`src/rtl/rtc_trigger_ctrl_if.sv`:
```
// Bundle of the stopwatch controller's control/status signals.
// Signal names match the controller's external pin names.
//
// Signals:
//   i_basetick   one-cycle 10 ms tick from the timer
//   i_startstop  one-cycle debounced start/stop button pulse
//   i_lap        one-cycle debounced lap/split button pulse
//   i_clear      one-cycle debounced clear button pulse
//   i_bcdcount   live 24-bit BCD count from the counter wrapper
//   o_countenb   counter chain enable
//   o_latchcount one-cycle count strobe
//   o_countinit  one-cycle counter re-initialise pulse
//   o_dispsel    0 = live count, 1 = lap snapshot
//   o_lapcount   lap snapshot (BCD)
//   o_state      FSM state: 0 IDLE, 1 RUN, 2 STOP, 3 LAP
//
// Modports:
//   master  drives the i_* signals and observes the o_* signals
//           (buttons, timer and counter side)
//   slave   the controller itself
interface rtc_trigger_ctrl_if;
  logic        i_basetick;
  logic        i_startstop;
  logic        i_lap;
  logic        i_clear;
  logic [23:0] i_bcdcount;
  logic        o_countenb;
  logic        o_latchcount;
  logic        o_countinit;
  logic        o_dispsel;
  logic [23:0] o_lapcount;
  logic [1:0]  o_state;

  modport master (
    output i_basetick, i_startstop, i_lap, i_clear, i_bcdcount,
    input  o_countenb, o_latchcount, o_countinit, o_dispsel, o_lapcount, o_state
  );

  modport slave (
    input  i_basetick, i_startstop, i_lap, i_clear, i_bcdcount,
    output o_countenb, o_latchcount, o_countinit, o_dispsel, o_lapcount, o_state
  );
endinterface

```
`src/rtl/rtc_trigger_ctrl.sv`:
```
// Stopwatch control FSM. It sequences the cascaded BCD digit counters from
// debounced button pulses and the 10 ms base tick, and it keeps a lap/split
// snapshot that is shown for LAP_HOLD_TICKS ticks before the display returns
// to the live count.
//
// Ports:
//   i_rtcclk  system clock
//   i_reset   synchronous, active-high reset
//   bus       rtc_trigger_ctrl_if.slave. It carries the tick, button and
//             count inputs and the enable, strobe, init, display-select,
//             snapshot and state outputs.
//
// Event priority within one cycle:
//   reset > clear > auto-stop at full scale > start/stop > lap.
// All outputs are registered.
module rtc_trigger_ctrl #(
  parameter int unsigned LAP_HOLD_TICKS = 300,
  parameter logic [23:0] MAX_BCD        = 24'h595999
) (
  input  logic              i_rtcclk,
  input  logic              i_reset,
  rtc_trigger_ctrl_if.slave bus
);

  typedef enum logic [1:0] {
    IDLE = 2'd0,
    RUN  = 2'd1,
    STOP = 2'd2,
    LAP  = 2'd3
  } state_t;

  localparam logic [9:0] HOLD_LOAD = 10'(LAP_HOLD_TICKS);

  state_t      state_q;
  logic        countenb_q;
  logic        latch_q;
  logic        init_q;
  logic        dispsel_q;
  logic [23:0] lapcount_q;
  logic [9:0]  hold_q;

  logic running;
  logic at_max;
  logic auto_stop;

  assign running   = (state_q == RUN) || (state_q == LAP);
  assign at_max    = (bus.i_bcdcount == MAX_BCD);
  // Stopping on the tick that sees full scale stops the counter from
  // wrapping to 00:00.00.
  assign auto_stop = running && bus.i_basetick && at_max;

  always_ff @(posedge i_rtcclk) begin
    if (i_reset) begin
      state_q    <= IDLE;
      countenb_q <= 1'b0;
      latch_q    <= 1'b0;
      init_q     <= 1'b0;
      dispsel_q  <= 1'b0;
      lapcount_q <= '0;
      hold_q     <= '0;
    end else begin
      // The strobe depends only on the state the tick was seen in. A tick
      // that arrives with the start press gives no strobe. A tick that
      // arrives with the stop press still gives one.
      latch_q <= bus.i_basetick && running && !at_max;
      init_q  <= 1'b0;

      if (bus.i_clear) begin
        state_q    <= IDLE;
        countenb_q <= 1'b0;
        init_q     <= 1'b1;
        dispsel_q  <= 1'b0;
        lapcount_q <= '0;
        hold_q     <= '0;
      end else if (auto_stop) begin
        state_q    <= STOP;
        countenb_q <= 1'b0;
        dispsel_q  <= 1'b0;
      end else begin
        unique case (state_q)
          IDLE: begin
            if (bus.i_startstop) begin
              state_q    <= RUN;
              countenb_q <= 1'b1;
            end
          end
          RUN: begin
            if (bus.i_startstop) begin
              state_q    <= STOP;
              countenb_q <= 1'b0;
            end else if (bus.i_lap) begin
              state_q    <= LAP;
              lapcount_q <= bus.i_bcdcount;
              hold_q     <= HOLD_LOAD;
              dispsel_q  <= 1'b1;
            end
          end
          LAP: begin
            if (bus.i_startstop) begin
              // The frozen lap stays on the display while stopped.
              state_q    <= STOP;
              countenb_q <= 1'b0;
            end else if (bus.i_lap) begin
              lapcount_q <= bus.i_bcdcount;
              hold_q     <= HOLD_LOAD;
            end else if (bus.i_basetick) begin
              // The hold counter saturates at zero. Reaching zero returns
              // the display to the live count.
              if (hold_q <= 10'd1) begin
                hold_q    <= '0;
                state_q   <= RUN;
                dispsel_q <= 1'b0;
              end else begin
                hold_q <= hold_q - 10'd1;
              end
            end
          end
          STOP: begin
            if (bus.i_startstop) begin
              state_q    <= RUN;
              countenb_q <= 1'b1;
              dispsel_q  <= 1'b0;
            end else if (bus.i_lap) begin
              dispsel_q <= 1'b0;
            end
          end
          default: state_q <= IDLE;
        endcase
      end
    end
  end

  assign bus.o_state      = state_q;
  assign bus.o_countenb   = countenb_q;
  assign bus.o_latchcount = latch_q;
  assign bus.o_countinit  = init_q;
  assign bus.o_dispsel    = dispsel_q;
  assign bus.o_lapcount   = lapcount_q;

endmodule

```
`src/flat_wrapper.sv`:
```
// flat-port wrapper written by rule: the top's interface ports become plain ports
module rtc_trigger_ctrl_flat 
#(
  parameter int unsigned LAP_HOLD_TICKS = 300,
  parameter logic [23:0] MAX_BCD        = 24'h595999
)
  (i_rtcclk, i_reset, bus_i_basetick, bus_i_startstop, bus_i_lap, bus_i_clear, bus_i_bcdcount, bus_o_countenb, bus_o_latchcount, bus_o_countinit, bus_o_dispsel, bus_o_lapcount, bus_o_state);
  rtc_trigger_ctrl_if bus_i ();
  input  logic i_rtcclk;
  input  logic i_reset;
  input wire logic [$bits(bus_i.i_basetick)-1:0] bus_i_basetick;
  input wire logic [$bits(bus_i.i_startstop)-1:0] bus_i_startstop;
  input wire logic [$bits(bus_i.i_lap)-1:0] bus_i_lap;
  input wire logic [$bits(bus_i.i_clear)-1:0] bus_i_clear;
  input wire logic [$bits(bus_i.i_bcdcount)-1:0] bus_i_bcdcount;
  output wire logic [$bits(bus_i.o_countenb)-1:0] bus_o_countenb;
  output wire logic [$bits(bus_i.o_latchcount)-1:0] bus_o_latchcount;
  output wire logic [$bits(bus_i.o_countinit)-1:0] bus_o_countinit;
  output wire logic [$bits(bus_i.o_dispsel)-1:0] bus_o_dispsel;
  output wire logic [$bits(bus_i.o_lapcount)-1:0] bus_o_lapcount;
  output wire logic [$bits(bus_i.o_state)-1:0] bus_o_state;
  assign bus_i.i_basetick = bus_i_basetick;
  assign bus_i.i_startstop = bus_i_startstop;
  assign bus_i.i_lap = bus_i_lap;
  assign bus_i.i_clear = bus_i_clear;
  assign bus_i.i_bcdcount = bus_i_bcdcount;
  assign bus_o_countenb = bus_i.o_countenb;
  assign bus_o_latchcount = bus_i.o_latchcount;
  assign bus_o_countinit = bus_i.o_countinit;
  assign bus_o_dispsel = bus_i.o_dispsel;
  assign bus_o_lapcount = bus_i.o_lapcount;
  assign bus_o_state = bus_i.o_state;
  rtc_trigger_ctrl #(.LAP_HOLD_TICKS(LAP_HOLD_TICKS), .MAX_BCD(MAX_BCD)) u_core (.i_rtcclk(i_rtcclk), .i_reset(i_reset), .bus(bus_i));
endmodule
```
`config.mk`:
```
export PLATFORM = sky130hd
export DESIGN_NAME = rtc_trigger_ctrl_flat
export DESIGN_NICKNAME = d
export VERILOG_FILES = /design/src/rtl/rtc_trigger_ctrl_if.sv /design/src/rtl/rtc_trigger_ctrl.sv /design/src/flat_wrapper.sv
export SDC_FILE = /design/constraint.sdc
export NUM_CORES = 1
export LEC_CHECK = 0
export BUFFER_PORTS_ARGS = -buffer_cell sky130_fd_sc_hd__buf_4
export CORE_MARGIN = 2
export CORE_UTILIZATION = 54
export DETAILED_ROUTE_END_ITERATION = 6
export PLACE_DENSITY = 0.84
export SETUP_SLACK_MARGIN = 0.15
export SYNTH_ARGS = -nofsm -noshare
export SYNTH_HDL_FRONTEND = slang
export SYNTH_SLANG_ARGS = --single-unit
```
`constraint.sdc`:
```
create_clock -name i_rtcclk -period 2.96 [get_ports i_rtcclk]
set_input_delay 0.592 -clock i_rtcclk [delete_from_list [all_inputs] [get_ports i_rtcclk]]
set_output_delay 0.592 -clock i_rtcclk [all_outputs]
set_load 0.01 [all_outputs]
```
==> impl_metrics.env, run 1 <==
export IMPL_status="complete, no violations"
export IMPL_portBuffers=59
export IMPL_max_freq_mhz=515
export IMPL_hpwlAfterDp_um=3100
export IMPL_final_util_pct=71.6
export IMPL_die_area_um2=3910
export IMPL_min_period_over_period_pct=65.6
export IMPL_synth_nets=256
export IMPL_ff2ff_path_depth=6
export IMPL_clock_path_buffers=2
export IMPL_hold_path_end="u_core.bus.o_countinit"
export IMPL_cp_max_fo=12
export IMPL_synth_seq_cells=40
export IMPL_clk_pin_slew_worst_paths_ps=120
export IMPL_start_kind="flop"
export IMPL_fin_skew_ps=8.92
export IMPL_post_drt_wl_per_cell_um=13.5
export IMPL_place_ws_ps=891
export IMPL_setup_ws_ps=1020
export IMPL_cts_made_buffers=5
export IMPL_rsz0062_at_grt="false"
export IMPL_fp_coreArea_um2=3310
export IMPL_ys_warn_count=0
export IMPL_overflow=0
export IMPL_power_leakage_nw=0.883
export IMPL_place_gp_congestion=0.826
export IMPL_critical_path_class="reg2reg"
export IMPL_avgSynthCellArea_um2=8.26
export IMPL_grt_pass1_wl_um=7540
export IMPL_r2r_start="u_core.hold_q[0]"
export IMPL_tightest_slew_ps=597
export IMPL_grt_pass1_vias=1686
export IMPL_fin_crit_ps=1940
export IMPL_ys_types=41
export IMPL_clock_latency_ps=350
export IMPL_required_ps=3250
export IMPL_worstPathCellList="inv_1 -> ha_1 -> o2111a_1 -> nor2_1 -> nand4_1 -> a21oi_1"
export IMPL_drt_initial_drc_count=163
export IMPL_fillers=284
export IMPL_timing_rr_end="u_core.hold_q[9]"
export IMPL_io_pins=60
export IMPL_place_area_um2=2310
export IMPL_cts_root_buffer="clkbuf_4"
export IMPL_drc=0
export IMPL_cts_setup_buffers=0
export IMPL_rows=21
export IMPL_power_total_uw=928
export IMPL_ir_drop_mv=0.232
export IMPL_initial_core_util_pct=55.9
export IMPL_drive_above_1_share_pct=29.3
export IMPL_final_setup_viol_count=0
export IMPL_diodes=0
export IMPL_path_delay_family="simple AND/OR/NAND/NOR gates"
export IMPL_nNetsFinal=311
export IMPL_maxSlewViolCount=0
export IMPL_grt_usage_pct=23.8
export IMPL_synthesis_instances=224
export IMPL_end_kind="flop"
export IMPL_ys_seq_area_share_pct=43.3
export IMPL_cts_resized=0
export IMPL_slew_headroom_pct=60.1
export IMPL_hold_path_class="in2reg"
export IMPL_max_stage_delay_ps=440
export IMPL_die_width_um=62.5
export IMPL_fp_dieH_um=62.5
export IMPL_cts_tree="done"
export IMPL_hold_viol=0
export IMPL_ctsHtreeMaxLevel=2
export IMPL_ant_nets=0
export IMPL_reg2reg_slack_ps=1020
export IMPL_hold_path_startpoint="i_reset"
export IMPL_routed_via_density=5.66
export IMPL_maxCapViolations=0
export IMPL_startpoint="u_core.hold_q[0]"
export IMPL_fin_tns_setup_ps=0
export IMPL_synth_main_ff_cell="dfxtp_1"
export IMPL_path_buf_inv=1
export IMPL_slowest_stage="dfxtp_1"
export IMPL_drt_wl_total_um=4390
export IMPL_synthArstFlopShare_pct=0
export IMPL_grt_max_degree=49
export IMPL_final_area_um2=2370
export IMPL_power_density_nw_per_um2=392
export IMPL_synth_area_um2=1850
export IMPL_grt_antenna_before_repair=0
export IMPL_cts_sinks=40
export IMPL_synth_edff_count=0
export IMPL_num_vias=1844
export IMPL_area_growth_synth_to_final_pct=28.1
export IMPL_holdBufCountCts=0
export IMPL_drt_pre_antenna_iters=4
export IMPL_worstPathArrival_ps=2230
export IMPL_whs_path_depth=2
export IMPL_cp_num_cells=6
worst reg2reg max path, delay by kind of cell, from the launching register on:
| family | cells | cell delay, ps |
|---|---|---|
| AO/OA/AOI/OAI | 2 | 560 |
| adder cells (fa/ha/maj) | 1 | 230 |
| buffers and inverters | 1 | 70 |
| flip-flops | 1 | 440 |
| AND/OR/NAND/NOR | 2 | 590 |
per-layer routing:
metal	routed length, um	global-route usage, %
met1	1940	30.1
met5	0	0
met2	2080	39.0
met3	297	6.49
met4	78	8.06
report_power, final:
group / total (mW) / switching (mW) / leakage, nW / internal, mW
Sequential: 0.548 / 0.00499 / 0.323 / 0.543
Combinational: 0.0901 / 0.0457 / 0.527 / 0.0444
Clock: 0.290 / 0.173 / 0.0326 / 0.117
Total: 0.928 / 0.223 / 0.883 / 0.705
synth_stat cells, types with 2 or more instances:
| cell type | count | area (um2) |
|---|---|---|
| and4bb_2 | 4 | 50.1 |
| a21oi_1 | 9 | 45.0 |
| clkbuf_1 | 7 | 26.3 |
| buf_2 | 2 | 10.0 |
| buf_6 | 2 | 22.5 |
| inv_1 | 4 | 15.0 |
| nand4_1 | 4 | 25.0 |
| nand3b_1 | 2 | 15.0 |
| nand4b_1 | 3 | 26.3 |
| o21ai_0 | 32 | 160 |
| dfxtp_1 | 40 | 801 |
| nor3b_1 | 2 | 15.0 |
| ha_1 | 2 | 25.0 |
| nor2b_1 | 3 | 18.8 |
| nand3_1 | 26 | 130 |
| o21ai_1 | 6 | 30.0 |
| nor2_1 | 14 | 52.6 |
| a211oi_1 | 4 | 30.0 |
| nand2_1 | 32 | 120 |
| nor3_1 | 5 | 25.0 |
flip-flops by register name, summed over array words and instances, names as in the netlist:
signal                   cells
u_core.bus.o_lapcount       24
u_core.bus.o_countinit       1
u_core.bus.o_dispsel         1
u_core.bus.o_state           2
u_core.bus.o_latchcount      1
u_core.bus.o_countenb        1
u_core.hold_q               10
area by class of cell:
class                           instances  area (um2)  area share, %
Clock buffer                            8        58.8           2.48
Inverter                                4        15.0          0.634
Multi-Input combinational cell        167         980           41.3
Sequential cell                        40         801           33.8
Tap cell                               46        57.6           2.43
Timing Repair Buffer                   61         458           19.3
through the flow:
step | instances | hold slack [ps]
6_report | 326 | 452
5_1_grt | 326 | 434
4_1_cts | 326 | 439
3_5_place_dp | 318 | 452
3_3_place_gp | 318 | 445
2_1_floorplan | 224 | 454
cells in the final DEF (no fill, tap or decap), types with 2 or more instances in the layout:
cell,count
o21ai_0,32
clkbuf_4,5
nand2_1,32
a21oi_1,9
inv_1,4
nor3_1,5
ha_1,2
nand4b_1,3
nand3b_1,2
nor3b_1,2
nor2b_1,3
nor2_1,13
a211oi_1,4
nand3_1,26
nand4_1,4
buf_4,61
and4bb_2,4
o21ai_1,6
clkbuf_1,2
dfxtp_1,40
worst max-delay path by stage:
stage,slack (ps),end
floorplan,1160,u_core.hold_q[5]
global placement,950,u_core.bus.o_lapcount[23]
detailed placement,890,u_core.bus.o_lapcount[1]
CTS,1070,u_core.hold_q[9]
global route,880,u_core.hold_q[8]
finish,1020,u_core.hold_q[9]
kinds of logic (layout without fill, tap and decap cells):
family                   count (synthesis)  in the layout  synth area share [%]
AND/OR/NAND/NOR                        103            103                  30.6
XOR/XNOR                                 1              1                 0.474
adder cells (fa/ha/maj)                  2              2                  1.35
flip-flops                              40             40                  43.3
buffers and inverters                   17             73                  4.60
AO/OA/AOI/OAI                           61             61                  19.7
No activity file was read; power rests on OpenSTA's default activity.
==> run 2: changes to the inputs <==
--- a/config.mk
+++ b/config.mk
@@ -5,11 +5,12 @@
 export SDC_FILE = /design/constraint.sdc
 export NUM_CORES = 1
 export LEC_CHECK = 0
+export ABC_AREA = 1
 export BUFFER_PORTS_ARGS = -buffer_cell sky130_fd_sc_hd__buf_4
 export CORE_MARGIN = 2
-export CORE_UTILIZATION = 54
+export CORE_UTILIZATION = 47
 export DETAILED_ROUTE_END_ITERATION = 6
-export PLACE_DENSITY = 0.84
+export PLACE_DENSITY = 0.76
 export SETUP_SLACK_MARGIN = 0.15
 export SYNTH_ARGS = -nofsm -noshare
 export SYNTH_HDL_FRONTEND = slang
==> constraint.sdc (replaced) <==
create_clock -name i_rtcclk -period 1.7 [get_ports i_rtcclk]
set_input_delay 0.34 -clock i_rtcclk [delete_from_list [all_inputs] [get_ports i_rtcclk]]
set_output_delay 0.34 -clock i_rtcclk [all_outputs]
set_load 0.01 [all_outputs]
==> impl_metrics.env, run 2 <==
export IMPL_grt_max_degree=25
export IMPL_grt_use_met3_pct=5.56
export IMPL_fp_coreArea_um2=4320
export IMPL_holdBufCountCts=0
export IMPL_hold_viol=0
export IMPL_ctsHtreeMaxLevel=2
export IMPL_cts_made_buffers=5
export IMPL_initial_core_util_pct=48.5
export IMPL_cts_sinks=40
export IMPL_fin_skew_ps=3.87
export IMPL_power_total_mw=2.06
export IMPL_fin_crit_ps=1490
export IMPL_nNetsFinal=399
export IMPL_io_pins=60
export IMPL_min_period_over_period_pct=87.9
export IMPL_swShare_pct=23.4
export IMPL_internal_power_mw=1.58
export IMPL_grt_pass1_wl_um=8040
export IMPL_drc=0
export IMPL_dp_cells=408
export IMPL_hold_path_class="in2reg"
export IMPL_portBuffers=59
export IMPL_synthTopCellsByArea="dfxtp_1 (38%), nand2_1 (16%), nor2_1 (7.2%), a21oi_2 (7.1%), inv_1 (5.4%)"
export IMPL_ys_seq_area_share_pct=38.2
export IMPL_start_kind="flop"
export IMPL_final_cells=420
export IMPL_synth_most_common_cell="nand2_1"
export IMPL_final_cell_mix="nand2_1 (91), buf_4 (68), dfxtp_1 (37)"
export IMPL_synth_common_cells="nand2_1 (92), dfxtp_1 (40), nor2_1 (40)"
export IMPL_ys_types=31
export IMPL_final_setup_viol_count=0
export IMPL_ant_nets=0
export IMPL_routed_via_density=4.94
export IMPL_drt_initial_drc_count=150
export IMPL_met2_usage_pct=33.6
export IMPL_drt_pre_antenna_iters=4
export IMPL_grt_busiest_layer="met2"
export IMPL_synth_seq_cells=40
export IMPL_power_density_nw_per_um2=737
export IMPL_avgSynthCellArea_um2=7.03
export IMPL_cp_max_fo=3
export IMPL_rows=24
export IMPL_cts_tree="done"
export IMPL_required_ps=1890
export IMPL_final_util_pct=64.6
export IMPL_synth_top_area_share_pct=38.2
export IMPL_seqPwrFrac_pct=46.5
export IMPL_maxSlewViolCount=0
export IMPL_clkPwrFrac_pct=41.2
export IMPL_area_growth_synth_to_final_pct=33.3
export IMPL_worstPathArrival_ps=1680
export IMPL_synth_main_ff_cell="dfxtp_1"
export IMPL_maxCapViolations=0
export IMPL_post_drt_wl_per_cell_um=11.9
export IMPL_fin_tns_setup_ps=0
export IMPL_place_gp_congestion=0.885
export IMPL_critical_path_class="reg2reg"
export IMPL_end_kind="flop"
export IMPL_slew_headroom_pct=76.0
export IMPL_synth_top_area_cell="dfxtp_1"
export IMPL_grt_antenna_before_repair=0
export IMPL_max_freq_mhz=669
export IMPL_num_vias=2073
export IMPL_grt_pass1_vias=1815
export IMPL_power_leakage_nw=1.23
export IMPL_die_area_um2=5010
export IMPL_synthArstFlopShare_pct=0
export IMPL_clock_latency_ps=290
export IMPL_rsz0062_at_grt="false"
export IMPL_ir_drop_mv=0.438
export IMPL_clock_path_buffers=2
export IMPL_synth_area_um2=2100
export IMPL_synthesis_instances=298
export IMPL_diodes=0
export IMPL_hpwlAfterDp_um=3690
export IMPL_clk_pin_slew_worst_paths_ps=70
export IMPL_status="complete, no violations"
export IMPL_seq_area_um2=807
export IMPL_synth_edff_count=0
export IMPL_switching_power_uw=482
export IMPL_fp_dieH_um=70.8
export IMPL_layout_commonest_cell="nand2_1"
export IMPL_overflow=0
export IMPL_die_width_um=70.8
export IMPL_grt_usage_pct=19.8
export IMPL_cts_root_buffer="clkbuf_8"
export IMPL_fillers=415
export IMPL_drive_above_1_share_pct=34.0
export IMPL_multi_input_area_um2=1120
export IMPL_drt_wl_total_um=5000
export IMPL_ys_warn_count=0
export IMPL_tightest_slew_ps=359
export IMPL_power_frac_comb_pct=12.3
export IMPL_synth_nets=330
export IMPL_largest_reg_flops=24
export IMPL_grt_use_met1_pct=24.2
-- run 2: kinds of logic (layout without fill, tap and decap cells) --
logic type | after synthesis | count (layout) | share of synthesized area (%)
simple gates | 162 | 162 | 33.7
compound gates | 50 | 50 | 15.9
buf+inv | 42 | 112 | 10.1
flops | 40 | 40 | 38.2
fa+ha+maj | 2 | 2 | 1.19
xor+xnor | 2 | 2 | 0.836
-- run 2: power by group through the flow --
stage / Combinational, mW / Sequential, mW / Clock (mW)
global route: 0.280 / 0.960 / 0.905
detailed placement: 0.238 / 0.979 / 0
global placement: 0.235 / 0.979 / 0
floorplan: 0.132 / 0.981 / 0
finish: 0.253 / 0.958 / 0.849
CTS: 0.240 / 0.957 / 0.861
-- run 2: stage by stage --
step	hold slack, ps	area (um2)	setup WS [ps]
after floorplan	411	2100	198
after global placement	455	2580	90.2
after detailed placement	457	2580	68.1
after CTS	232	2710	155
after global routing	233	2790	111
final	235	2790	205
-- run 2: worst max-delay path, stage by stage (launching register included) --
cell and delay [ps]:
dfxtp_2 360, inv_2 50, ha_2 180, nor2_2 190, nor2_1 90, nand3_1 100
nand2_1 70, nand3b_1 170, a21oi_1 150, nor2_1 50
-- run 2: final cells by class --
type	count	area share (%)
multi-input cells	216	40.2
flip-flops and latches	40	28.9
repair buffers	70	19.4
inverters	34	4.66
clock buffers	7	3.45
well taps	52	2.33
clock inverters	1	1.07
-- run 2: layer usage --
metal	vias to the layer above	share of wire, %
met5	-	0
met3	8	5.4
met1	936	43
li1	1081	-
met2	48	50
met4	0	1.4
-- run 2: what timing repair did --
item                                    CTS  global route
gates resized for setup                   2            18
buffers inserted                          0             4
pin swaps                                 0             9
endpoints found under the setup margin    5            12
-- run 2: final timing paths --
check | startpoint | end | slack [ps] | cells past startpoint
worst max-delay path | u_core.hold_q[1] | u_core.bus.o_state[1] | 210 | 9
worst min-delay path | i_reset | u_core.bus.o_countinit | 240 | 2
worst max register to register | u_core.hold_q[1] | u_core.bus.o_state[1] | 210 | 9
worst min register to register | u_core.bus.o_dispsel | u_core.bus.o_dispsel | 460 | 2
